===== config.mk =====
export PLATFORM = sky130hd
export DESIGN_NAME = rst_sequencer
export DESIGN_NICKNAME = d
export VERILOG_FILES = /design/src/rtl/rst_sequencer.sv
export SDC_FILE = /design/constraint.sdc
export NUM_CORES = 1
export LEC_CHECK = 0
export CAP_MARGIN = 30
export CELL_PAD_IN_SITES_DETAIL_PLACEMENT = 0
export CELL_PAD_IN_SITES_GLOBAL_PLACEMENT = 1
export CORE_ASPECT_RATIO = 1.1
export CORE_UTILIZATION = 37
export CTS_CLUSTER_SIZE = 10
export DETAILED_ROUTE_END_ITERATION = 7
export PLACE_DENSITY_LB_ADDON = 0.05
export SLEW_MARGIN = 20
export SYNTH_ARGS = -nofsm -noshare
export SYNTH_HDL_FRONTEND = slang
export SYNTH_SLANG_ARGS = --single-unit

===== constraint.sdc =====
create_clock -name clk_i -period 5.7 [get_ports clk_i]
set_clock_uncertainty 0.2 [all_clocks]
set_input_delay 1.14 -clock clk_i [delete_from_list [all_inputs] [get_ports clk_i]]
set_output_delay 1.14 -clock clk_i [all_outputs]
set_load 0.05 [all_outputs]

===== src/rtl/rst_sequencer.sv =====
// Board-level reset scheduler: qualifies PLL lock, debounces the reset button and
// releases the debug, peripheral and core reset domains in order.
module rst_sequencer #(
    parameter int DebounceCycles   = 50000,
    parameter int LockStableCycles = 256,
    parameter int StageGapCycles   = 16
) (
    input  logic       clk_i,
    input  logic       rst_ni,
    input  logic       pll_locked_i,
    input  logic       rst_btn_i,
    input  logic       soft_rst_req_i,
    output logic       rst_dbg_no,
    output logic       rst_periph_no,
    output logic       rst_core_no,
    output logic       seq_done_o,
    output logic [1:0] rst_cause_o
);
    localparam int DbW = $clog2(DebounceCycles + 1);
    localparam int LkW = $clog2(LockStableCycles + 1);
    localparam int GpW = $clog2(StageGapCycles + 1);

    localparam logic [DbW-1:0] DbMax = DbW'(DebounceCycles);
    localparam logic [LkW-1:0] LkMax = LkW'(LockStableCycles);
    localparam logic [GpW-1:0] GpMax = GpW'(StageGapCycles);

    localparam logic [1:0] CausePor  = 2'b00;
    localparam logic [1:0] CauseBtn  = 2'b01;
    localparam logic [1:0] CausePll  = 2'b10;
    localparam logic [1:0] CauseSoft = 2'b11;

    typedef enum logic [2:0] {
        WAIT_LOCK,
        STAGE_PERIPH,
        STAGE_CORE,
        RUN,
        BTN_HOLD,
        SOFT_HOLD
    } state_e;

    state_e         state_q, state_d;
    logic [1:0]     lock_sync_q, lock_sync_d;
    logic [1:0]     btn_sync_q, btn_sync_d;
    logic           btn_deb_q, btn_deb_d;
    logic [DbW-1:0] db_cnt_q, db_cnt_d, db_inc;
    logic [LkW-1:0] lock_cnt_q, lock_cnt_d, lock_inc;
    logic [GpW-1:0] gap_cnt_q, gap_cnt_d, gap_inc;
    logic [1:0]     cause_q, cause_d;
    logic           dbg_q, dbg_d;
    logic           periph_q, periph_d;
    logic           core_q, core_d;
    logic           done_q, done_d;
    logic           lock_s;
    logic           btn_s;

    always_comb begin
        lock_sync_d = {lock_sync_q[0], pll_locked_i};
        btn_sync_d  = {btn_sync_q[0], rst_btn_i};
        lock_s      = lock_sync_q[1];
        btn_s       = btn_sync_q[1];

        // Counters saturate at their terminal value instead of wrapping.
        db_inc   = (db_cnt_q == DbMax) ? db_cnt_q : db_cnt_q + DbW'(1);
        lock_inc = (lock_cnt_q == LkMax) ? lock_cnt_q : lock_cnt_q + LkW'(1);
        gap_inc  = (gap_cnt_q == GpMax) ? gap_cnt_q : gap_cnt_q + GpW'(1);

        btn_deb_d = btn_deb_q;
        db_cnt_d  = '0;
        if (btn_s != btn_deb_q) begin
            if (db_inc == DbMax) begin
                btn_deb_d = btn_s;
            end else begin
                db_cnt_d = db_inc;
            end
        end

        state_d = state_q;
        cause_d = cause_q;
        case (state_q)
            WAIT_LOCK:    if (lock_s && lock_inc == LkMax) state_d = STAGE_PERIPH;
            STAGE_PERIPH: if (gap_inc == GpMax) state_d = STAGE_CORE;
            STAGE_CORE:   if (gap_inc == GpMax) state_d = RUN;
            RUN: begin
                if (soft_rst_req_i) begin
                    state_d = SOFT_HOLD;
                    cause_d = CauseSoft;
                end
            end
            BTN_HOLD:     if (!btn_deb_q) state_d = WAIT_LOCK;
            SOFT_HOLD:    if (gap_inc == GpMax) state_d = STAGE_PERIPH;
            default:      state_d = WAIT_LOCK;
        endcase

        // Later assignments win, so lock loss outranks the button.
        if (btn_deb_q && state_q != BTN_HOLD) begin
            state_d = BTN_HOLD;
            cause_d = CauseBtn;
        end
        if (!lock_s && state_q != WAIT_LOCK) begin
            state_d = WAIT_LOCK;
            cause_d = CausePll;
        end

        lock_cnt_d = (state_q == WAIT_LOCK && lock_s) ? lock_inc : '0;
        gap_cnt_d  = '0;
        if (state_d == state_q &&
            (state_q inside {STAGE_PERIPH, STAGE_CORE, SOFT_HOLD})) begin
            gap_cnt_d = gap_inc;
        end

        // Outputs are registered from the next state so they track state_q exactly.
        dbg_d    = state_d inside {STAGE_PERIPH, STAGE_CORE, RUN, SOFT_HOLD};
        periph_d = state_d inside {STAGE_CORE, RUN};
        core_d   = (state_d == RUN);
        done_d   = (state_d == RUN);
    end

    always_ff @(posedge clk_i) begin
        if (!rst_ni) begin
            state_q     <= WAIT_LOCK;
            lock_sync_q <= '0;
            btn_sync_q  <= '0;
            btn_deb_q   <= 1'b0;
            db_cnt_q    <= '0;
            lock_cnt_q  <= '0;
            gap_cnt_q   <= '0;
            cause_q     <= CausePor;
            dbg_q       <= 1'b0;
            periph_q    <= 1'b0;
            core_q      <= 1'b0;
            done_q      <= 1'b0;
        end else begin
            state_q     <= state_d;
            lock_sync_q <= lock_sync_d;
            btn_sync_q  <= btn_sync_d;
            btn_deb_q   <= btn_deb_d;
            db_cnt_q    <= db_cnt_d;
            lock_cnt_q  <= lock_cnt_d;
            gap_cnt_q   <= gap_cnt_d;
            cause_q     <= cause_d;
            dbg_q       <= dbg_d;
            periph_q    <= periph_d;
            core_q      <= core_d;
            done_q      <= done_d;
        end
    end

    assign rst_dbg_no    = dbg_q;
    assign rst_periph_no = periph_q;
    assign rst_core_no   = core_q;
    assign seq_done_o    = done_q;
    assign rst_cause_o   = cause_q;

endmodule


==> results of run 1 <==
## path summary, 6_finish.rpt
kind                                  start                        end  slack, ps  cells after the start
setup / recovery                     rst_ni    gap_cnt_q[4]$_SDFF_PN0_       2900                      5
hold reg to reg   lock_sync_q[0]$_SDFF_PN0_  lock_sync_q[1]$_SDFF_PN0_        250                      1
hold / removal    lock_sync_q[0]$_SDFF_PN0_  lock_sync_q[1]$_SDFF_PN0_        250                      1
setup reg to reg     db_cnt_q[0]$_SDFF_PP0_    db_cnt_q[13]$_SDFF_PP0_       3090                      8
## worst max-delay path, delay by kind of cell
kind / cells / cell delay, ps
simple gates: 2 / 450
buf+inv: 1 / 650
compound gates: 2 / 570
## metal layers
| metal | part of all wire | GRT usage |
|---|---|---|
| met3 | 0.026 | 0.0320 |
| met5 | 0 | 0 |
| met4 | 0.015 | 0.0617 |
| met1 | 0.51 | 0.216 |
| met2 | 0.45 | 0.254 |
## power by group through the flow
stage	registers, mW	logic, mW	clock network [mW]
after floorplan	0.310	0.00809	0
after global placement	0.311	0.0125	0
after CTS	0.304	0.0124	0.260
after detailed placement	0.311	0.0124	0
after global routing	0.304	0.0139	0.268
final	0.304	0.0121	0.249
## cells by family (layout without fill, tap and decap cells)
kind of cell,after synthesis,in the layout,share of synthesized area
and+or+nand+nor,147,147,0.332
adders and majority gates,6,6,0.0299
xor gates and xnor gates,31,31,0.108
DFF,43,43,0.343
muxes,4,4,0.0160
buffers and inverters,29,33,0.0568
AOI/OAI and AO/OA,41,41,0.115
## per-stage QoR
step	power, mW	instance area (µm²)	worst slack (ps)	util	instances
6_report	0.565	2740	2900	0.419	387
5_1_grt	0.586	2740	2790	0.419	387
4_1_cts	0.576	2740	2870	0.419	387
3_5_place_dp	0.323	2630	2580	0.401	379
3_3_place_gp	0.323	2630	2640	0.401	379
2_1_floorplan	0.318	2510	3160	-	301
## cells in the final DEF, fill, tap and decap left out, types with 2 or more instances in the layout
master / synthesis / routed
xor2_1: 12 / 12
a21oi_1: 12 / 12
nand4_2: 2 / 2
o21ai_0: 8 / 8
nand2b_1: 8 / 8
mux2i_1: 4 / 4
nor2_1: 43 / 43
nand3_1: 14 / 14
nor2b_1: 6 / 6
clkdlybuf4s50_1: 0 / 10
and4_1: 3 / 3
nand4_1: 9 / 9
nor3b_1: 3 / 3
nand2_1: 21 / 21
clkbuf_8: 0 / 6
inv_1: 15 / 15
and4bb_1: 3 / 3
nor3_1: 11 / 11
and3_1: 4 / 4
ha_1: 6 / 6
a211oi_1: 2 / 2
xnor2_1: 19 / 19
and2_1: 5 / 5
dfxtp_1: 43 / 43
o31a_1: 2 / 2
nor3_2: 2 / 2
o31ai_1: 2 / 2
a31oi_1: 4 / 4
## area by class of cell
cell class / instances / share of cell area
timing repair buffer: 10 / 0.0365
multi-input combinational: 229 / 0.549
clock inverter: 2 / 0.0128
clock buffer: 6 / 0.0301
inverter: 15 / 0.0205
sequential: 43 / 0.314
tap: 82 / 0.0374
## sequential cells by signal, indices dropped and copies added, names as in the netlist
signal and count:
rst_periph_no 1, db_cnt_q 16, btn_deb_q 1, gap_cnt_q 5, lock_cnt_q 9, rst_cause_o 2
seq_done_o 1, lock_sync_q 2, btn_sync_q 2, rst_dbg_no 1, state_q 3
==> key figures, run 1 <==
Cells and area
  – Area delta synth->final: 9.32%
  – Share of post-route cells with drive strength above 1: 0.0656
  – Fill cell count: 693
  – ANT cells: 0
  – Final Net Count: 315
  – Storage element area: 861 µm²
  – Area taken by multi-input logic gates: 0.00151 mm²

Detailed routing
  – Vias/cell: 5.11
  – Routed WL: 5250 µm
  – Initial DRC count: 32
  – DRT Pass-1 Iters: 4
  – Post-DRT Antenna Nets: 0
  – Routed length per instance: 13.6 µm
  – DRC viols: 0
  – Vias: 1977

Floorplanning
  – I/O pins: 11
  – Die width: 80.5 µm
  – Die height: 88.4 µm
  – Core Box Area: 0.00656 mm²
  – Starting Density: 0.383
  – Die area: 0.00712 mm²
  – # rows: 31

Synthesis
  – Share of flip-flops with an asynchronous set or reset: 0
  – Cell taking the most area after synthesis: dfxtp_1
  – Synth top area share: 0.343
  – Predominant post-synthesis flop cell: dfxtp_1
  – Yosys warnings: 0
  – Synth Area per Inst: 8.34 µm²
  – Seq/Total Area, Yosys: 0.343
  – Largest cells by area after synthesis: dfxtp_1 (34%), xnor2_1 (6.6%), nor2_1 (6.4%), xor2_1 (4.2%), nand2_1 (3.1%)
  – Post-synth EDFFs: 0
  – Top cells by count, synth: dfxtp_1 (43), nor2_1 (43), nand2_1 (21)
  – Seq cells post-synth: 43
  – Synthesized Nets: 312
  – Cells after Synth: 301
  – Netlist cell types: 54
  – Post-synthesis instance area: 0.00251 mm²

Worst setup path
  – CP arrival: 2800 ps
  – Kind of critical path: input port to register
  – Worst Path Max Fanout: 10
  – CP max stage delay: 650 ps
  – CP startpoint kind: input port
  – Worst setup EP type: register
  – Critical path's slowest cell: clkdlybuf4s50_1
  – Cell Chain, Critical Path: clkdlybuf4s50_1 > nand4_1 > o31a_1 > o32a_1 > nor4b_1
  – Worst EP required: 5700 ps

GRT
  – First-pass GRT wire length: 8850 µm
  – Vias in the first global route: 1858
  – Congestion Overflow GR: 0
  – Total Routing Usage GR: 0.161
  – Antenna violations before repair: 0
  – Pin count of the biggest net entering global routing: 16

Clock network
  – Postcts setup bufs: 0
  – Clk_lat worst skew: 300 ps
  – Maximum root-to-sink buffer count: 2
  – TritonCTS clock tree: done
  – Clk sink count: 43
  – Clk slew on worst S/H paths: 90 ps
  – CTS Hold Bufs: 0
  – Post-cts resize count: 0
  – Root Driver: clkbuf_8
  – CTS buffer count: 5
  – H-tree levels: 2

Power and ir drop
  – Internal Power: 0.449 mW
  – Clock group share of total power: 0.441
  – NetSw: 0.115 mW
  – Switching share of total power: 0.204
  – Combinational Power Share: 0.021
  – Share of total power in sequential cells: 0.538
  – PwrDens: 206 mW/mm²
  – VDD IR max: 0.000104 V
  – Leak: 0.930 nW

Timing
  – Final cycle utilization of the critical path: 0.491
  – Max-slew violations: 0
  – Endpoints failing setup: 0
  – Fin Hold WS: 252 ps
  – Max Clk Rate: 0.357 GHz
  – Fin Setup TNS: 0 ps
  – Actual slew at the worst max-slew pin: 713 ps
  – Worst slew margin: 0.525
  – Final hold viol count: 0
  – RSZ-0062 raised after global routing: no
  – Tmin final: 2800 ps

Run
  – Max_cap viols: 0

Placed design
  – IO buf count: 10
  – Dpl hpwl: 3840 µm
  – Final Wtd Congestion: 0.786

Worst hold path
  – Hold crit path type: register to register

Run status
  – Status: finished clean
Note: power is estimated with default switching activity, not from simulation.
==> run 2, diff against run 1 <==
clock period = 2.8 ns   (was 5.7 ns; I/O delays follow)
==> key figures, run 2 (synthesis results as in run 1) <==
Timing
  – Max-slew violations: 0 (unchanged)
  – Fin Setup TNS: 0 ps (unchanged)
  – Max Clk Rate: 0.409 GHz
  – Actual slew at the worst max-slew pin: 504 ps (-209 ps)
  – Tmin final: 2440 ps
  – Final hold viol count: 0 (unchanged)
  – Worst slew margin: 0.663 (+0.138)
  – PnR worst setup slack: 355 ps (-2550 ps)
  – RSZ-0062 raised after global routing: no
  – Endpoints failing setup: 0 (unchanged)
  – Final cycle utilization of the critical path: 0.873
  – Fin Hold WS: 243 ps (-8.85 ps)

Cells and area
  – Top Registers: db_cnt_q x16, lock_cnt_q x9, gap_cnt_q x5
  – Most frequent cells in the layout: nor2_1 (43), dfxtp_1 (43), nand2_1 (21)
  – Fill cell count: 676 (-2.5%)
  – Final Net Count: 319 (+1.3%)
  – ANT cells: 0 (unchanged)
  – Area taken by multi-input logic gates: 0.00151 mm² (unchanged)
  – Area delta synth->final: 11.3%
  – Largest register FFs: 16 (unchanged)
  – Storage element area: 861 µm² (unchanged)
  – Share of post-route cells with drive strength above 1: 0.0777 (+0.0121)
  – Register with the highest flop count: db_cnt_q

Worst setup path
  – Reg-to-reg critical path endpoint: btn_deb_q$_SDFFE_PN0P_
  – Worst-case reg-to-reg path depth: 8 (unchanged)
  – Worst setup EP type: register
  – Worst EP required: 2840 ps (-2860 ps)
  – Crit path buffers/inverters: 1 (unchanged)
  – Worst Path Max Fanout: 8 (-2)
  – R2r setup slk: 360 ps (-2730 ps)
  – CP startpoint kind: register
  – CP arrival: 2480 ps (-320 ps)
  – Cell family with most CP delay: simple AND/OR/NAND/NOR gates
  – Reg-to-Reg Start: db_cnt_q[0]$_SDFF_PP0_
  – CP max stage delay: 500 ps (-150 ps)
  – Critical path's slowest cell: or4b_1
  – Most common cell on crit path: nand4_2
  – Kind of critical path: register to register
  – Cell Chain, Critical Path: inv_1 > ha_1 > and4bb_1 > nand4_2 > mux2i_1 > nand4_2 > or4b_1 > a21oi_1

Floorplanning
  – Die height: 88.4 µm (unchanged)
  – Core Box Area: 0.00656 mm² (unchanged)
  – # rows: 31 (unchanged)
  – Starting Density: 0.383 (unchanged)
  – Die width: 80.5 µm (unchanged)
  – I/O pins: 11 (unchanged)
  – Die area: 0.00712 mm² (unchanged)

Detailed routing
  – DRT Pass-1 Iters: 4 (unchanged)
  – Vias/cell: 5.20 (+1.7%)
  – Routed length per instance: 13.9 µm (+2.3%)
  – Routed WL: 5420 µm (+3.4%)
  – DRC viols: 0 (unchanged)
  – Vias: 2032 (+2.8%)
  – Post-DRT Antenna Nets: 0 (unchanged)
  – Initial DRC count: 64 (+100%)

Clock network
  – Postcts setup bufs: 0 (unchanged)
  – TritonCTS clock tree: done
  – Clk slew on worst S/H paths: 90 ps (about the same)
  – Maximum root-to-sink buffer count: 2 (unchanged)
  – Clk_lat worst skew: 300 ps (about the same)
  – H-tree levels: 2 (unchanged)
  – CTS Hold Bufs: 0 (unchanged)
  – CTS buffer count: 5 (unchanged)
  – Root Driver: clkbuf_8
  – Clk sink count: 43 (unchanged)
  – Post-cts resize count: 0 (unchanged)

GRT
  – First-pass GRT wire length: 9150 µm (+3.4%)
  – Congestion Overflow GR: 0 (unchanged)
  – Pin count of the biggest net entering global routing: 16 (unchanged)
  – Antenna violations before repair: 0 (unchanged)
  – Vias in the first global route: 1872 (+0.75%)
  – Total Routing Usage GR: 0.166 (+0.00487)

Power and ir drop
  – Share of total power in sequential cells: 0.501 (-0.037)
  – PwrDens: 442 mW/mm² (+110%)
  – Combinational Power Share: 0.023 (+0.002)
  – Switching share of total power: 0.202 (-0.00185)
  – Leak: 0.951 nW (+2.3%)
  – Clock group share of total power: 0.476 (+0.035)
  – Internal Power: 0.985 mW (+120%)
  – VDD IR max: 0.000175 V (+69%)
  – Total power: 1.23 mW (+120%)
  – NetSw: 0.250 mW (+120%)

Worst hold path
  – Hold crit path type: register to register
  – Hold path depth: 1 (unchanged)
  – Hold Path Origin: lock_sync_q[0]$_SDFF_PN0_
  – Hold Path End: lock_sync_q[1]$_SDFF_PN0_

Run status
  – Status: finished clean

Placed design
  – Place WS: 375 ps (-2210 ps)
  – Final Wtd Congestion: 0.784 (-0.32%)
  – Dpl hpwl: 3990 µm (+3.8%)
  – IO buf count: 10 (unchanged)

Run
  – Max_cap viols: 0 (unchanged)
==> run 2: cell count changes in the layout (fill, tap and decap cells not counted), sizes merged <==
cell / change
buf: +4
bufinv: +1
clkbuf: -1
clkinv: -1
clkinvlp: +1
==> run 2: metrics by stage <==
| step | instance area (µm²) | util | cells |
|---|---|---|---|
| 2_1_floorplan | 2510 | - | 301 |
| 5_1_grt | 2790 | 0.426 | 391 |
| 3_5_place_dp | 2660 | 0.405 | 383 |
| 3_3_place_gp | 2660 | 0.405 | 383 |
| 4_1_cts | 2790 | 0.426 | 391 |
| 6_report | 2790 | 0.426 | 391 |
==> run 2: cell type report <==
type,instances,share of cell area
Clock inverter,3,0.0242
Clock buffer,5,0.0246
Inverter,15,0.0202
Sequential cell,43,0.308
Timing Repair Buffer,14,0.0466
Multi-Input combinational cell,229,0.539
Tap cell,82,0.0367
==> run 2: power groups by stage <==
stage | logic [mW] | clock network [mW] | registers, mW
after global placement | 0.0283 | 0 | 0.633
final | 0.0279 | 0.588 | 0.619
after CTS | 0.0283 | 0.611 | 0.618
after detailed placement | 0.0280 | 0 | 0.633
after floorplan | 0.0165 | 0 | 0.631
after global routing | 0.0313 | 0.635 | 0.619
==> run 2: routing by layer <==
metal / vias up / track usage / part of all wire
met3: 7 / 0.0309 / 0.024
met2: 25 / 0.263 / 0.46
met5: - / 0 / 0
met1: 943 / 0.229 / 0.50
met4: 0 / 0.0487 / 0.011
li1: 1057 / - / -
==> run 2: how the worst max path moves through the flow <==
stage,startpoint,end,cells after the start
after floorplan,db_cnt_q[0]$_SDFF_PP0_,btn_deb_q$_SDFFE_PN0P_,8
after CTS,lock_cnt_q[0]$_SDFF_PN0_,rst_dbg_no$_SDFF_PN0_,8
after global routing,db_cnt_q[0]$_SDFF_PP0_,btn_deb_q$_SDFFE_PN0P_,8
after global placement,lock_cnt_q[0]$_SDFF_PN0_,rst_dbg_no$_SDFF_PN0_,8
final,db_cnt_q[0]$_SDFF_PP0_,btn_deb_q$_SDFFE_PN0P_,8
after detailed placement,db_cnt_q[0]$_SDFF_PP0_,btn_deb_q$_SDFFE_PN0P_,8
==> run 3, diff against run 2 <==
ABC_AREA = 1   (was unset)
==> key figures, run 3 <==
Floorplanning
  – Die area: 0.00656 mm² (-7.8%)
  – # rows: 29 (-6.5%)
  – Starting Density: 0.393 (+0.00982)
  – Core Box Area: 0.00588 mm² (-10%)
  – Die width: 77.3 µm (-4.0%)
  – I/O pins: 11 (unchanged)
  – Die height: 84.8 µm (-4.0%)

Detailed routing
  – DRC viols: 0 (unchanged)
  – Routed length per instance: 10.7 µm (-23%)
  – Post-DRT Antenna Nets: 0 (unchanged)
  – Routed WL: 4610 µm (-15%)
  – Vias/cell: 4.55 (-12%)
  – Initial DRC count: 62 (-3.1%)
  – DRT Pass-1 Iters: 4 (unchanged)
  – Vias: 1957 (-3.7%)

Worst setup path
  – Cell family with most CP delay: simple AND/OR/NAND/NOR gates
  – CP arrival: 2340 ps (-140 ps)
  – Crit path buffers/inverters: 2 (+1)
  – Most common cell on crit path: nand2_1
  – CP startpoint kind: register
  – Worst setup EP type: register
  – Kind of critical path: register to register
  – Worst Path Max Fanout: 5 (-3)
  – Worst EP required: 2830 ps (about the same)
  – Critical path's slowest cell: dfxtp_1
  – CP max stage delay: 410 ps (-90 ps)
  – Cell Chain, Critical Path: inv_1 > ha_1 > nand2_1 > inv_1 > nand2_1 > nand2_1 > nand2_1 > nand3_1 > nor2_1 > nand2_1 > nand2_1 > nand2_2 > nand2_1 > nand3_1 > nor2_1 > nand3_2 > nor2_1

Clock network
  – Clk sink count: 43 (unchanged)
  – Postcts setup bufs: 0 (unchanged)
  – TritonCTS clock tree: done
  – Post-cts resize count: 0 (unchanged)
  – Clk slew on worst S/H paths: 90 ps (about the same)
  – Maximum root-to-sink buffer count: 2 (unchanged)
  – H-tree levels: 2 (unchanged)
  – CTS buffer count: 5 (unchanged)
  – Clk_lat worst skew: 290 ps (about the same)
  – CTS Hold Bufs: 0 (unchanged)
  – Root Driver: clkbuf_8

Synthesis
  – Cells after Synth: 337 (+12%)
  – Yosys warnings: 0 (unchanged)
  – Synth top area share: 0.373 (+0.0299)
  – Share of flip-flops with an asynchronous set or reset: 0 (unchanged)
  – Synthesized Nets: 348 (+12%)
  – Post-synth EDFFs: 0 (unchanged)
  – Netlist cell types: 34 (-37%)
  – Most common cell in the synthesized netlist: nand2_1
  – Cell taking the most area after synthesis: dfxtp_1
  – Predominant post-synthesis flop cell: dfxtp_1
  – Post-synthesis instance area: 0.00231 mm² (-8.0%)
  – Seq cells post-synth: 43 (unchanged)
  – Seq/Total Area, Yosys: 0.373 (+0.0299)
  – Largest cells by area after synthesis: dfxtp_1 (37%), nand2_1 (13%), nor2_1 (8.8%), inv_1 (8.3%), nand3_1 (5.9%)
  – Top cells by count, synth: nand2_1 (77), nor2_1 (54), inv_1 (51)
  – Synth Area per Inst: 6.85 µm² (-18%)

GRT
  – Pin count of the biggest net entering global routing: 16 (unchanged)
  – GR Layer Usage met1: 0.205 (-0.0239)
  – Met2 usage: 0.252 (-0.0109)
  – Met3 Usage GRT: 0.0290 (-0.00190)
  – Total Routing Usage GR: 0.155 (-0.0113)
  – Vias in the first global route: 1785 (-4.6%)
  – First-pass GRT wire length: 8020 µm (-12%)
  – Congestion Overflow GR: 0 (unchanged)
  – Most used routing layer: met2
  – Antenna violations before repair: 0 (unchanged)

Cells and area
  – Area taken by multi-input logic gates: 0.00122 mm² (-19%)
  – Storage element area: 861 µm² (unchanged)
  – ANT cells: 0 (unchanged)
  – Area delta synth->final: 12.4%
  – Top Registers: db_cnt_q x16, lock_cnt_q x9, gap_cnt_q x5
  – Largest register FFs: 16 (unchanged)
  – Fill cell count: 669 (-1.0%)
  – Post-route cell area: 0.00259 mm² (-7.1%)
  – Most common cell after layout, fill and taps aside: nand2_1
  – Share of post-route cells with drive strength above 1: 0.0878 (+0.0101)
  – Register with the highest flop count: db_cnt_q
  – Final Net Count: 363 (+14%)
  – Most frequent cells in the layout: nand2_1 (77), nor2_1 (54), inv_1 (51)

Placed design
  – Final Wtd Congestion: 0.748 (-4.6%)
  – Place WS: 489 ps (+113 ps)
  – IO buf count: 10 (unchanged)
  – Cell Area, Placed: 0.00248 mm² (-6.6%)
  – Dpl hpwl: 3620 µm (-9.2%)

Timing
  – Worst slew margin: 0.663 (about the same)
  – PnR worst setup slack: 492 ps (+137 ps)
  – Max-slew violations: 0 (unchanged)
  – Tmin final: 2310 ps (-137 ps)
  – Final hold viol count: 0 (unchanged)
  – Endpoints failing setup: 0 (unchanged)
  – Actual slew at the worst max-slew pin: 504 ps (+0.155 ps)
  – Final cycle utilization of the critical path: 0.824 (-0.0489)
  – Fin Setup TNS: 0 ps (unchanged)
  – RSZ-0062 raised after global routing: no
  – Fin Hold WS: 217 ps (-26.1 ps)
  – Max Clk Rate: 0.433 GHz (+5.9%)

Run status
  – Status: finished clean

Power and ir drop
  – Leak: 1.07 nW (+13%)
  – PwrDens: 433 mW/mm² (-2.1%)
  – VDD IR max: 0.000276 V (+58%)
  – Total power: 1.12 mW (-9.0%)

Worst hold path
  – Hold crit path type: register to register

Run
  – Max_cap viols: 0 (unchanged)
==> run 3: cell types whose count changed in the layout (fill, tap and decap cells not counted), sizes merged, moves of 5 or more <==
cell and change:
inv +37, nand2 +60, nand2b -8, nand3 +15
nor2 +22, nor2b -6, nor3 -5, nor3b -5
xnor2 -16
==> run 3: area by class of cell <==
type,instances,area share
clock buffer,5,0.0265
clock inverter,3,0.0169
inverter,52,0.0753
multi-input combinational,239,0.471
sequential,43,0.332
tap,77,0.0371
timing repair buffer,11,0.0415
==> run 3: routing by layer <==
| metal | vias to the layer above | part of all wire |
|---|---|---|
| li1 | 1078 | - |
| met1 | 858 | 0.51 |
| met2 | 17 | 0.45 |
| met3 | 4 | 0.024 |
| met4 | 0 | 0.011 |
| met5 | - | 0 |
==> run 3: per-stage QoR <==
stage,instances,utilization
2_1_floorplan,337,-
3_3_place_gp,422,0.422
3_5_place_dp,422,0.422
4_1_cts,430,0.441
5_1_grt,430,0.441
6_report,430,0.441
==> run 3: worst reg2reg max path, stage by stage, from the launching register on <==
cell and delay (ps):
dfxtp_1 410, inv_1 80, ha_1 190, nand2_1 50
inv_1 50, nand2_1 90, nand2_1 60, nand2_1 80
nand3_1 140, nor2_1 130, nand2_1 80, nand2_1 100
nand2_2 90, nand2_1 70, nand3_1 70, nor2_1 120
nand3_2 140, nor2_1 110
==> run 3: worst paths after layout <==
| path | startpoint | to | slack, ps | cells past startpoint |
|---|---|---|---|---|
| max | gap_cnt_q[0]$_SDFF_PN0_ | gap_cnt_q[4]$_SDFF_PN0_ | 490 | 17 |
| min | btn_sync_q[0]$_SDFF_PN0_ | btn_sync_q[1]$_SDFF_PN0_ | 220 | 2 |
| max reg2reg | gap_cnt_q[0]$_SDFF_PN0_ | gap_cnt_q[4]$_SDFF_PN0_ | 490 | 17 |
| min reg2reg | btn_sync_q[0]$_SDFF_PN0_ | btn_sync_q[1]$_SDFF_PN0_ | 220 | 2 |
==> run 3: cells by family (layout without fill, tap and decap cells) <==
group / after synthesis / after routing / share of synthesized area
compound gates: 22 / 22 / 0.0547
xor+xnor: 13 / 13 / 0.0526
buf+inv: 55 / 71 / 0.0981
simple gates: 197 / 197 / 0.385
flops: 43 / 43 / 0.373
mux: 1 / 1 / 0.00434
fa+ha+maj: 6 / 6 / 0.0325
==> run 3: where the power goes <==
group,switching (mW),internal (mW),total [mW]
Clock,0.218,0.266,0.484
Sequential,0.00165,0.614,0.616
Combinational,0.0130,0.00979,0.0227
Total,0.233,0.890,1.12
